$ cat src/rtl/ccu_snoop_arbiter.sv
// ccu_snoop_arbiter
// Shares one AC/CR/CD snoop port between NumReq CCU snoop controllers.
// AC requests are arbitrated round-robin with grants that stay stable while
// the downstream stalls. Two small order FIFOs remember which requester owns
// each outstanding CR response and each CD burst so the returning beats can
// be steered back to the requester that issued the matching AC.
module ccu_snoop_arbiter #(
  parameter int unsigned NumReq         = 2,
  parameter int unsigned AddrWidth      = 64,
  parameter int unsigned DataWidth      = 64,
  parameter int unsigned MaxOutstanding = 4
) (
  input  logic                          clk_i,
  input  logic                          rst_ni,
  // upstream AC, one lane per requester
  input  logic [NumReq-1:0]             req_ac_valid_i,
  output logic [NumReq-1:0]             req_ac_ready_o,
  input  logic [NumReq*AddrWidth-1:0]   req_ac_addr_i,
  input  logic [NumReq*4-1:0]           req_ac_snoop_i,
  input  logic [NumReq*3-1:0]           req_ac_prot_i,
  // upstream CR, valid steered to the owner, payload broadcast
  output logic [NumReq-1:0]             req_cr_valid_o,
  input  logic [NumReq-1:0]             req_cr_ready_i,
  output logic [4:0]                    req_cr_resp_o,
  // upstream CD, valid steered to the owner, payload broadcast
  output logic [NumReq-1:0]             req_cd_valid_o,
  input  logic [NumReq-1:0]             req_cd_ready_i,
  output logic [DataWidth-1:0]          req_cd_data_o,
  output logic                          req_cd_last_o,
  // downstream AC
  output logic                          ac_valid_o,
  input  logic                          ac_ready_i,
  output logic [AddrWidth-1:0]          ac_addr_o,
  output logic [3:0]                    ac_snoop_o,
  output logic [2:0]                    ac_prot_o,
  // downstream CR
  input  logic                          cr_valid_i,
  output logic                          cr_ready_o,
  input  logic [4:0]                    cr_resp_i,
  // downstream CD
  input  logic                          cd_valid_i,
  output logic                          cd_ready_o,
  input  logic [DataWidth-1:0]          cd_data_i,
  input  logic                          cd_last_i
);

  localparam int unsigned IdxW = (NumReq > 1) ? $clog2(NumReq) : 1;
  localparam int unsigned PtrW = $clog2(MaxOutstanding);
  localparam int unsigned CntW = PtrW + 1;

  typedef logic [IdxW-1:0] idx_t;
  typedef logic [PtrW-1:0] ptr_t;
  typedef logic [CntW-1:0] cnt_t;

  // Next requester index after i, wrapping at NumReq (NumReq need not be a power of two).
  function automatic idx_t idx_inc(input idx_t i);
    if (i == idx_t'(NumReq - 1)) return '0;
    return i + idx_t'(1);
  endfunction

  // First valid requester found when scanning upward from ptr with wrap-around.
  function automatic idx_t rr_pick(input logic [NumReq-1:0] vld, input idx_t ptr);
    idx_t        pick;
    idx_t        ci;
    logic        found;
    int unsigned cand;
    pick  = ptr;
    found = 1'b0;
    for (int unsigned k = 0; k < NumReq; k++) begin
      cand = 32'(ptr) + k;
      if (cand >= NumReq) cand = cand - NumReq;
      ci = idx_t'(cand);
      if (!found && vld[ci]) begin
        pick  = ci;
        found = 1'b1;
      end
    end
    return pick;
  endfunction

  // ---------------------------------------------------------------------------
  // Arbitration state
  // ---------------------------------------------------------------------------
  idx_t rr_ptr_q;
  logic lock_q;
  idx_t lock_idx_q;

  idx_t rr_idx;
  idx_t grant_idx;
  logic any_req;
  logic ac_hs;

  // ---------------------------------------------------------------------------
  // Order FIFOs: CR FIFO holds the AC issuer, CD FIFO holds the CR owner that
  // announced DataTransfer. Storage is not reset; only pointers and counts are.
  // ---------------------------------------------------------------------------
  idx_t cr_mem [MaxOutstanding];
  ptr_t cr_wr_q, cr_rd_q;
  cnt_t cr_cnt_q;
  logic cr_full, cr_empty;
  idx_t cr_head;
  logic cr_push, cr_pop, cr_hs;

  idx_t cd_mem [MaxOutstanding];
  ptr_t cd_wr_q, cd_rd_q;
  cnt_t cd_cnt_q;
  logic cd_full, cd_empty;
  idx_t cd_head;
  logic cd_push, cd_pop;

  assign cr_full  = (cr_cnt_q == cnt_t'(MaxOutstanding));
  assign cr_empty = (cr_cnt_q == '0);
  assign cr_head  = cr_mem[cr_rd_q];

  assign cd_full  = (cd_cnt_q == cnt_t'(MaxOutstanding));
  assign cd_empty = (cd_cnt_q == '0);
  assign cd_head  = cd_mem[cd_rd_q];

  // ---------------------------------------------------------------------------
  // AC path: combinational request-to-valid, grant frozen while locked
  // ---------------------------------------------------------------------------
  assign any_req   = |req_ac_valid_i;
  assign rr_idx    = rr_pick(req_ac_valid_i, rr_ptr_q);
  assign grant_idx = lock_q ? lock_idx_q : rr_idx;

  // No bypass at full: a pop in the same cycle does not open a slot for this AC.
  assign ac_valid_o = any_req && !cr_full;
  assign ac_hs      = ac_valid_o && ac_ready_i;

  assign ac_addr_o  = req_ac_addr_i[grant_idx*AddrWidth +: AddrWidth];
  assign ac_snoop_o = req_ac_snoop_i[grant_idx*4 +: 4];
  assign ac_prot_o  = req_ac_prot_i[grant_idx*3 +: 3];

  // Ready is returned only to the granted requester.
  always_comb begin
    req_ac_ready_o = '0;
    if (ac_hs) req_ac_ready_o[grant_idx] = 1'b1;
  end

  // Round-robin pointer advances past the winner; lock holds a stalled grant.
  always_ff @(posedge clk_i or negedge rst_ni) begin
    if (!rst_ni) begin
      rr_ptr_q   <= '0;
      lock_q     <= 1'b0;
      lock_idx_q <= '0;
    end else if (ac_hs) begin
      rr_ptr_q   <= idx_inc(grant_idx);
      lock_q     <= 1'b0;
    end else if (ac_valid_o) begin
      lock_q     <= 1'b1;
      lock_idx_q <= grant_idx;
    end
  end

  // ---------------------------------------------------------------------------
  // CR path: steer to the oldest AC issuer; hold off a DataTransfer response
  // while there is no room to remember its CD burst owner.
  // ---------------------------------------------------------------------------
  assign cr_ready_o    = !cr_empty && req_cr_ready_i[cr_head] && !(cr_resp_i[0] && cd_full);
  assign cr_hs         = cr_valid_i && cr_ready_o;
  assign req_cr_resp_o = cr_resp_i;

  // Only the head owner may see a CR valid.
  always_comb begin
    req_cr_valid_o = '0;
    if (cr_valid_i && !cr_empty) req_cr_valid_o[cr_head] = 1'b1;
  end

  // ---------------------------------------------------------------------------
  // CD path: steer every beat to the head owner, retire the entry on last.
  // ---------------------------------------------------------------------------
  assign cd_ready_o    = !cd_empty && req_cd_ready_i[cd_head];
  assign req_cd_data_o = cd_data_i;
  assign req_cd_last_o = cd_last_i;

  // Only the owner of the current burst may see a CD valid.
  always_comb begin
    req_cd_valid_o = '0;
    if (cd_valid_i && !cd_empty) req_cd_valid_o[cd_head] = 1'b1;
  end

  assign cr_push = ac_hs;
  assign cr_pop  = cr_hs;
  assign cd_push = cr_hs && cr_resp_i[0];
  assign cd_pop  = cd_valid_i && cd_ready_o && cd_last_i;

  // CR FIFO storage write of the granted requester index.
  always_ff @(posedge clk_i) begin
    if (cr_push) cr_mem[cr_wr_q] <= grant_idx;
  end

  // CR FIFO pointers and occupancy; push and pop may coincide.
  always_ff @(posedge clk_i or negedge rst_ni) begin
    if (!rst_ni) begin
      cr_wr_q  <= '0;
      cr_rd_q  <= '0;
      cr_cnt_q <= '0;
    end else begin
      if (cr_push) cr_wr_q <= cr_wr_q + ptr_t'(1);
      if (cr_pop)  cr_rd_q <= cr_rd_q + ptr_t'(1);
      cr_cnt_q <= cr_cnt_q + cnt_t'(cr_push) - cnt_t'(cr_pop);
    end
  end

  // CD FIFO storage write of the CR owner that announced a data transfer.
  always_ff @(posedge clk_i) begin
    if (cd_push) cd_mem[cd_wr_q] <= cr_head;
  end

  // CD FIFO pointers and occupancy; push and pop may coincide.
  always_ff @(posedge clk_i or negedge rst_ni) begin
    if (!rst_ni) begin
      cd_wr_q  <= '0;
      cd_rd_q  <= '0;
      cd_cnt_q <= '0;
    end else begin
      if (cd_push) cd_wr_q <= cd_wr_q + ptr_t'(1);
      if (cd_pop)  cd_rd_q <= cd_rd_q + ptr_t'(1);
      cd_cnt_q <= cd_cnt_q + cnt_t'(cd_push) - cnt_t'(cd_pop);
    end
  end

  // ---------------------------------------------------------------------------
  // Protocol checks: beats with no outstanding owner and structural invariants
  // ---------------------------------------------------------------------------
  a_cr_without_owner: assert property (@(posedge clk_i) disable iff (!rst_ni)
    !(cr_valid_i && cr_empty));

  a_cd_without_owner: assert property (@(posedge clk_i) disable iff (!rst_ni)
    !(cd_valid_i && cd_empty));

  a_cr_no_overflow: assert property (@(posedge clk_i) disable iff (!rst_ni)
    !(cr_push && cr_full));

  a_cd_no_overflow: assert property (@(posedge clk_i) disable iff (!rst_ni)
    !(cd_push && cd_full));

  a_cr_onehot: assert property (@(posedge clk_i) disable iff (!rst_ni)
    $onehot0(req_cr_valid_o));

  a_ac_grant_stable: assert property (@(posedge clk_i) disable iff (!rst_ni)
    (ac_valid_o && !ac_ready_i) |=> (grant_idx == $past(grant_idx)));

endmodule

$ cat config.mk
export PLATFORM = sky130hd
export DESIGN_NAME = ccu_snoop_arbiter
export DESIGN_NICKNAME = d
export VERILOG_FILES = /design/src/rtl/ccu_snoop_arbiter.sv
export SDC_FILE = /design/constraint.sdc
export NUM_CORES = 1
export LEC_CHECK = 0
export CAP_MARGIN = 10
export CORE_AREA = 3 3 144 146
export CTS_CLUSTER_DIAMETER = 50
export DETAILED_ROUTE_END_ITERATION = 16
export DIE_AREA = 0 0 147 149
export REMOVE_ABC_BUFFERS = 1
export SETUP_SLACK_MARGIN = 0.02
export SLEW_MARGIN = 20
export SYNTH_ARGS = -nofsm -noshare
export SYNTH_HDL_FRONTEND = slang
export SYNTH_SLANG_ARGS = --single-unit
export TNS_END_PERCENT = 100
$ cat constraint.sdc
create_clock -name clk_i -period 6.5 [get_ports clk_i]
set_input_delay 1.3 -clock clk_i [delete_from_list [all_inputs] [get_ports clk_i]]
set_output_delay 1.3 -clock clk_i [all_outputs]
set_load 0.01 [all_outputs]
Word level (Yosys, flattened, before mapping)
Memories as Yosys holds them, arrays and structs flattened.
Cells that the tools add are included.
{"block": "word_totals", "register_bits": 17, "ramBits": 8, "in_bits": 223, "out_inout_bits": 150, "word_cells": 99, "n_memories": 2}
{"block": "classes", "addsub": 12, "mul": 1, "order_cmp": 10, "eq_ne": 2, "shift": 3, "muxes": 33, "n_bitwise": 1, "n_reduce_logical": 26}
{"memory": "cd_mem", "depth": 4, "width": 1, "read_ports": 1, "rd_ports_with_merged_regs": 0, "wr": 1, "line_no": "104", "source": "idx_t cd_mem [MaxOutstanding];"}
{"memory": "cr_mem", "depth": 4, "width": 1, "read_ports": 1, "rd_ports_with_merged_regs": 0, "wr": 1, "line_no": "97", "source": "idx_t cr_mem [MaxOutstanding];"}
{"operator": "variable part select 128 x 8 -> 64 bit", "n": 1}
{"operator": "2-to-1 mux 1 bit", "n": 27}
{"operator": "logical AND 1 bit", "n": 16}
{"operator": "< comparator 1 x 2 -> 1 bit, second input constant", "n": 5}
{"operator": "adder 2 x 1 -> 2 bit, second input constant", "n": 4}
{"operator": "variable part select 8 x 4 -> 4 bit", "n": 1}
{"operator": "adder 3 x 1 -> 3 bit", "n": 2}
{"operator": "== test 3 bit, second input constant", "n": 2}
{"operator": "zero test 3 bit", "n": 2}
{"operator": "2-to-1 mux 2 bit", "n": 3}
{"operator": "variable part select 6 x 4 -> 3 bit", "n": 1}
{"operator": "subtractor 3 x 1 -> 3 bit", "n": 2}
{"operator": "zero test 1 bit", "n": 5}
{"operator": "demux 1 bit (select 1 bit)", "n": 3}
{"operator": "greater-or-equal comparator 1 bit, second input constant", "n": 3}
{"operator": "multiplier 1 x 2 -> 3 bit, second input constant", "n": 1}
{"operator": "adder 1 x 1 -> 2 bit, second input constant", "n": 1}
{"operator": "greater-or-equal comparator 1 x 2 -> 1 bit, second input constant", "n": 1}
{"operator": "greater-or-equal comparator 2 bit, second input constant", "n": 1}
{"operator": "AND reduction 2 bit", "n": 1}
{"operator": "nonzero test 2 bit", "n": 1}
{"operator": "OR reduction 2 bit", "n": 1}
{"operator": "subtractor 1 bit, second input constant", "n": 2}
{"operator": "adder 1 bit, second input constant", "n": 1}
{"operator": "NOT 1 bit", "n": 1}

Longest topological paths before layout
Gate-level depths: netlist of the first run.
{"block": "logic_depth", "depth_word": 14, "depth_mapped": 10, "ltp_nobuf": 10}

Worst setup path before layout of the first run
OpenSTA, ideal clock, no wires.
{"block": "synth_timing", "kind": "input port to output port", "start": "input req_ac_valid_i[0]", "end": "output ac_addr_o[10]", "arrival_time_ns": 2.625, "t_required_ns": 5.200, "slack_ns": 2.575, "path_stages": 6, "n_path_buf": 2, "cell_sequence": "inv_1 maj3_1 mux2i_1 buf_2 buf_2 mux2_2"}
{"block": "synth_via", "elab_chain_len": 8, "elab_cells_between_ends": 11, "cone_classes": "shift: 1; mux: 8; reduce/logical: 2"}
{"element": "from (decl)", "line_no": "16", "source": "input logic [NumReq-1:0] req_ac_valid_i,"}
{"element": "2-to-1 mux 1 bit (not written as such) (2 in a row)", "line_no": "73", "source": "if (!found && vld[ci]) begin"}
{"element": "2-to-1 mux 1 bit", "line_no": "73"}
{"element": "zero test 1 bit", "line_no": "73"}
{"element": "logical AND 1 bit", "line_no": "73"}
{"element": "2-to-1 mux 1 bit (*)", "line_no": "73"}
{"element": "2-to-1 mux 1 bit (*)", "line_no": "124", "source": "assign grant_idx = lock_q ? lock_idx_q : rr_idx;"}
{"element": "variable part select 128 x 8 -> 64 bit (*)", "line_no": "130", "source": "assign ac_addr_o = req_ac_addr_i[grant_idx*AddrWidth +: AddrWidth];"}
{"element": "to (decl)", "line_no": "33", "source": "output logic [AddrWidth-1:0] ac_addr_o,"}
Every way passes the cells marked *; elsewhere a longest branch is shown, timed or not. The select of a mux whose other input is x is not followed.

Worst setup path in the final report of the first run
{"block": "layout_timing", "start": "input req_ac_valid_i[0]", "end": "output ac_addr_o[7]"}
Same word-level chain as after synthesis.

==> metrics.md, run 1 <==
| Metric | Value |
|---|---|
| Row Count | `51` |
| Fin nets | `659` |
| GRT met1 Usage | `11.5%` |
| Number of non-filler instances in the completed layout | `687` |
| CP Capture Type | `output port` |
| Hold-fix buffers, CTS | `0` |
| Die width | `147 µm` |
| Worst reg2reg startpoint | `cr_rd_q[0]` |
| Final Cycle Share | `76.8%` |
| Post-Syn Instances | `260` |
| Clock transition at path regs | `60 ps` |
| Synth area leader | `mux2_2` |
| Total track usage | `15.2%` |
| Die height | `149 µm` |
| CTS tree | `built` |
| Final setup vio count | `0` |
| Least-Margin Pin Slew | `850 ps` |
| CP Class | `in -> out` |
| First-pass GRT wire length | `23.4 mm` |
| Synth cell types | `33` |
| Switching Fraction | `36.1%` |
| CP arrival | `3690 ps` |
| Number of I/O pins | `373` |
| Grt total ovfl | `0` |
| Ys flop type | `dfrtp_1` |
| Gpl congestion | `0.850` |
| Cts bufs inserted | `3` |
| Buffers on Ports | `236` |
| Slew HR | `43.2%` |
| Static Leak | `1.88 nW` |
| Clock Tree Buf Depth | `2` |
| Number of buffer and inverter stages on the critical path | `4` |
| Clock Latency Late Sink | `250 ps` |
| Critical Path Fanout Max | `75` |
| #FFs+latches synth | `25` |
| Setup Skew | `1.81 ps` |
| Starting Density | `14.1%` |
| Hold path startpoint | `cr_rd_q[1]` |
| Critical Path RT | `5200 ps` |
| Detail-routed via count per cell | `3.68` |
| Vias post-DR | `2528` |
| Critical path's slowest cell | `clkdlybuf4s50_1` |
| Hold Path Class | `reg -> reg` |
| Post-route DRC | `0` |
| Status | `finished, final reports clean` |
| Crit-path cells | `clkdlybuf4s50_1, inv_1, maj3_1, mux2i_4, buf_12, mux2_2, clkdlybuf4s50_1` |
| Synth Cell Area | `0.00276 mm²` |
| Fmax | `0.200 GHz` |
| Die ar. | `0.0219 mm²` |
| Max cap viols | `0` |
| Syn-to-layout area delta | `81.1%` |
| # H-tree levels | `1` |
| Post-synth EDFFs | `8` |
| Power per cell area | `316 mW/mm²` |
| Most frequent CP cell | `clkdlybuf4s50_1` |
| Top cells by area, synth | `mux2_2 30%, buf_4 19%, dfrtp_1 15%, edfxtp_1 8.7%, ha_1 5.0%` |
| Vias in the first global route | `2867` |
| CP startpoint | `req_ac_valid_i[0]` |
| Peak VDD IR | `129 µV` |
| Antenna diodes | `0` |
| Final min period | `4990 ps` |
| Setup TNS | `0 ps` |
| Final Hold Slack | `484 ps` |
| GR Layer Usage met2 | `26.8%` |
| YS warnings | `0` |
| DPL Wire Length | `15.8 mm` |
| Register share of total power | `18.9%` |
| Wire per inst | `25.4 µm` |
| Antenna violations before repair | `1` |
| Layout Utilization | `25.6%` |
| Final wirelength | `17.4 mm` |
| Initial DRC count | `51` |
| NetSw | `0.569 mW` |
| Area share of the largest cell type after synthesis | `29.8%` |
| Post-synth ARST share | `68.0%` |
| Register area share after synthesis | `24.2%` |
| Clk sink count | `25` |
| Maximum number of pins on one net before global-route repair | `76` |
| Power share of the clock group | `8.6%` |
| Slew Viols, Final | `0` |
| Drt first pass iters | `4` |
| Post-Place Cell Area | `0.00491 mm²` |
| Resized Gates After CTS | `0` |
| Root Buffer | `clkbuf_16` |
| Most Crowded Layer GR | `met2` |
| Placed Instances | `683` |
| Routing usage on met3 | `17.0%` |
| Layout cells sized above 1 | `21.3%` |
| Number of hold violations in the final report | `0` |
| Worst Setup Start Kind | `primary input` |
| Unrepaired setup endpoints after global routing | `no` |
| Syn Area/Cell | `10.6 µm²` |
| Comb power frac | `72.6%` |
| Largest stage delay on the critical path | `520 ps` |
| Pint | `1.01 mW` |
| Top delay family on crit path | `buffers and inverters` |
| Core area | `0.0195 mm²` |
| Cell area after layout | `0.00499 mm²` |
| Post-route ant nets | `0` |
| Post-CTS setup buffer count | `0` |
[path summary, 6_finish.rpt]
| path | endpoint | slack, ps | depth (start not counted) |
|---|---|---|---|
| hold / removal | cr_rd_q[1] | 480 | 1 |
| max in group asynchronous | rr_ptr_q | 4440 | 1 |
| min in group asynchronous | cd_rd_q[1] | 1530 | 1 |
| setup / recovery | ac_addr_o[7] | 1510 | 7 |
| hold reg to reg | cr_rd_q[1] | 480 | 1 |
| setup reg to reg | cd_cnt_q[2] | 3350 | 10 |
[through the flow]
stage | total power, mW | setup slack, ps
floorplan | 0.912 | -776
global placement | 1.43 | 1510
detailed placement | 1.45 | 1510
CTS | 1.60 | 1510
global route | 1.69 | 1420
finish | 1.58 | 1510
[sequential cells by signal, indices dropped and copies added, names as in the netlist]
name        flops
cd_cnt_q        3
cd_mem          4
cd_rd_q         2
cd_wr_q         2
cr_cnt_q        3
cr_mem          4
cr_rd_q         2
cr_wr_q         2
lock_idx_q      1
lock_q          1
rr_ptr_q        1
[power groups by stage]
| stage | Sequential (mW) | Clock [mW] | Combinational (mW) |
|---|---|---|---|
| after global routing | 0.305 | 0.145 | 1.24 |
| after detailed placement | 0.301 | 0 | 1.15 |
| after floorplan | 0.283 | 0 | 0.630 |
| final | 0.297 | 0.135 | 1.14 |
| after global placement | 0.295 | 0 | 1.13 |
| after CTS | 0.298 | 0.140 | 1.16 |
[cell usage after synthesis, types with 2 or more instances]
master and count:
xnor2_1 5, and2_1 3, edfxtp_1 8, buf_2 9
inv_1 14, a31oi_1 2, nor3_1 2, dfrtp_1 17
mux2_2 73, and3_1 4, nor2_1 8, mux2i_1 4
ha_1 11, buf_4 70, fa_1 2, a21oi_1 2
mux4_2 2, o31ai_1 2, and2_2 4, xor2_1 5
[layer usage]
metal	wire (µm)	vias up
met5	0	-
met4	60	0
met3	4370	8
met2	8610	260
met1	4390	1116
li1	-	1144
[placed cells by master (no fill, tap or decap), types with 3 or more instances in the layout]
cell / count
xnor2_1: 5
clkbuf_16: 3
mux2_2: 73
and3_1: 4
dfrtp_1: 17
xor2_1: 5
ha_1: 11
nor2_1: 8
inv_1: 14
clkdlybuf4s50_1: 236
edfxtp_1: 8
and2_1: 3
mux2i_1: 3
and2_2: 4
[kinds of logic after synthesis]
logic type	count (synthesis)	share of synthesized area [%]
xor+xnor	10	3.18
mux	81	34.0
fa+ha+maj	14	6.81
flops	25	24.2
simple gates	28	6.40
compound gates	9	2.86
buf+inv	93	22.6
[layout make-up]
class | instances | area [µm²]
Tap cell | 265 | 332
Multi-Input combinational cell | 142 | 1480
Timing Repair Buffer | 237 | 2380
Fill cell | 2081 | 14500
Clock buffer | 4 | 78.8
Sequential cell | 25 | 666
Inverter | 14 | 52.6
Note: power is estimated with default switching activity, not from simulation.
==> run 2, diff against run 1 <==
--- a/config.mk
+++ b/config.mk
@@ -6,10 +6,10 @@
 export NUM_CORES = 1
 export LEC_CHECK = 0
 export CAP_MARGIN = 10
-export CORE_AREA = 3 3 144 146
+export CORE_AREA = 3 3 143 145
 export CTS_CLUSTER_DIAMETER = 50
 export DETAILED_ROUTE_END_ITERATION = 16
-export DIE_AREA = 0 0 147 149
+export DIE_AREA = 0 0 146 148
 export REMOVE_ABC_BUFFERS = 1
 export SETUP_SLACK_MARGIN = 0.02
 export SLEW_MARGIN = 20
==> constraint.sdc (replaced) <==
create_clock -name clk_i -period 4 [get_ports clk_i]
set_input_delay 0.8 -clock clk_i [delete_from_list [all_inputs] [get_ports clk_i]]
set_output_delay 0.8 -clock clk_i [all_outputs]
set_load 0.01 [all_outputs]
==> run 2 against run 1 <==
- non-clock buffer count grew 11
- die area decreased by 1.3%
- critical path depth is 1 higher
- critical path type unchanged
- clock-buffer cell count is 1 lower
- first-iteration DRC count unchanged
- sequential power is 63% higher
- utilization rose by 1.1 points
- register-to-register slack got worse by 2500 ps
- worst setup slack lost 1400 ps
==> metrics.md, run 2 (synthesized netlist as in run 1, its figures left out) <==
| Metric | Value |
|---|---|
| Grt total ovfl | `0` |
| Peak VDD IR | `227 µV` |
| Pint | `1.74 mW` |
| Number of non-filler instances in the completed layout | `698` |
| First-pass GRT wire length | `24.7 mm` |
| Clock Tree Buf Depth | `2` |
| Initial DRC count | `51` |
| Die width | `146 µm` |
| Root Buffer | `clkbuf_16` |
| Hold path startpoint | `cr_rd_q[1]` |
| Tot Pwr | `2.73 mW` |
| Dpl ws | `6.49 ps` |
| Starting Density | `14.2%` |
| Worst reg2reg startpoint | `cr_rd_q[0]` |
| Layout Utilization | `26.6%` |
| Comb power frac | `74.2%` |
| Layout cells sized above 1 | `24.0%` |
| Final wirelength | `18.7 mm` |
| Number of I/O pins | `373` |
| Fin nets | `670` |
| Row Count | `51` |
| Final Cycle Share | `97.5%` |
| Worst Setup Start Kind | `primary input` |
| Final worst slack | `98.6 ps` |
| Final Hold Slack | `487 ps` |
| Wire per inst | `26.8 µm` |
| Clk sink count | `25` |
| Critical Path RT | `3200 ps` |
| Die ar. | `0.0216 mm²` |
| # H-tree levels | `1` |
| Static Leak | `2.07 nW` |
| CP Capture Type | `output port` |
| Placed Instances | `692` |
| Power share of the clock group | `8.1%` |
| Max cap viols | `0` |
| Vias post-DR | `2555` |
| Unrepaired setup endpoints after global routing | `yes` |
| Gpl congestion | `0.845` |
| DPL Wire Length | `16.9 mm` |
| Post-route ant nets | `0` |
| Hold-fix buffers, CTS | `0` |
| Status | `finished, final reports clean` |
| Power per cell area | `531 mW/mm²` |
| Cts bufs inserted | `3` |
| Total track usage | `16.3%` |
| Clock transition at path regs | `60 ps` |
| NetSw | `0.987 mW` |
| Reg2reg setup slack | `890 ps` |
| Buffers on Ports | `236` |
| Core area | `0.0193 mm²` |
| CP startpoint | `req_ac_valid_i[0]` |
| Maximum number of pins on one net before global-route repair | `24` |
| Slew HR | `44.1%` |
| Slew Viols, Final | `0` |
| Register share of total power | `17.7%` |
| Antenna violations before repair | `3` |
| Die height | `148 µm` |
| Clock Latency Late Sink | `260 ps` |
| CTS tree | `built` |
| Hold Path Class | `reg -> reg` |
| Largest registers | `cd_mem x4, cr_mem x4` |
| Commonest non-fill, non-tap cells in the layout | `220 x clkdlybuf4s50_1, 73 x mux2_2, 17 x dfrtp_1` |
| Final min period | `3900 ps` |
| Drt first pass iters | `4` |
| Final setup vio count | `0` |
| Post-route DRC | `0` |
| Critical Path Fanout Max | `12` |
| Switching Fraction | `36.1%` |
| CP Class | `in -> out` |
| CP arrival | `3100 ps` |
| Detail-routed via count per cell | `3.66` |
| Fmax | `0.256 GHz` |
| Most common cell after layout, fill and taps aside | `clkdlybuf4s50_1` |
| Setup Skew | `1.72 ps` |
| Syn-to-layout area delta | `86.8%` |
| Least-Margin Pin Slew | `836 ps` |
| Number of hold violations in the final report | `0` |
| Antenna diodes | `0` |
| Vias in the first global route | `2895` |
run 2: cell count changes in the layout (fill, tap and decap cells not counted), sizes merged:
cell           change
clkdlybuf4s50     -16
dlygate4sd2        +1
clkinv             +1
dlymetal6s2s      +13
buf               +12
run 2: area by class of cell:
class / count / area (µm²)
clock buffers: 3 / 75.1
well taps: 265 / 332
flip-flops and latches: 25 / 666
repair buffers: 248 / 2540
fillers: 2030 / 14200
clock inverters: 1 / 5.00
multi-input cells: 142 / 1480
inverters: 14 / 52.6
run 2: worst max-delay path: stages:
cell	delay, ps
clkdlybuf4s50_1	490
inv_1	50
maj3_1	370
mux2i_4	190
buf_12	180
buf_4	170
mux2_2	360
clkdlybuf4s50_1	490
run 2: per-stage QoR:
step                      area, µm²  setup TNS, ps
after global placement         5000          -9.04
after global routing           5150              0
final                          5150              0
after detailed placement       5000              0
after floorplan                2180        -169620
after CTS                      5080              0
run 2: power groups by stage:
stage / clock network, mW / logic, mW / registers [mW]
3_3_place_gp: 0 / 1.97 / 0.479
5_1_grt: 0.241 / 2.18 / 0.504
3_5_place_dp: 0 / 2.01 / 0.488
4_1_cts: 0.228 / 2.02 / 0.484
2_1_floorplan: 0 / 1.02 / 0.459
6_report: 0.221 / 2.03 / 0.483
run 2: path summary, 6_finish.rpt:
path	to	cells past startpoint
max	ac_addr_o[58]	8
min	cr_rd_q[1]	1
max reg2reg	cd_cnt_q[2]	10
min reg2reg	cr_rd_q[1]	1
max in group asynchronous	cd_cnt_q[1]	1
min in group asynchronous	cd_wr_q[1]	1
run 2: repair_timing:
| item | in CTS | in global routing |
|---|---|---|
| gates cloned | 0 | 1 |
| setup buffers | 0 | 1 |
| gates resized for setup | 1 | 14 |
| endpoints found under the setup margin | 3 | 50 |
run 2: layer usage:
layer | GRT usage (%) | share of wire [%] | vias up
met5 | 0 | 0.075 | -
met4 | 1.46 | 0.72 | 4
met3 | 19.9 | 26 | 14
met2 | 28.1 | 48 | 250
met1 | 12.0 | 25 | 1118
li1 | - | - | 1169
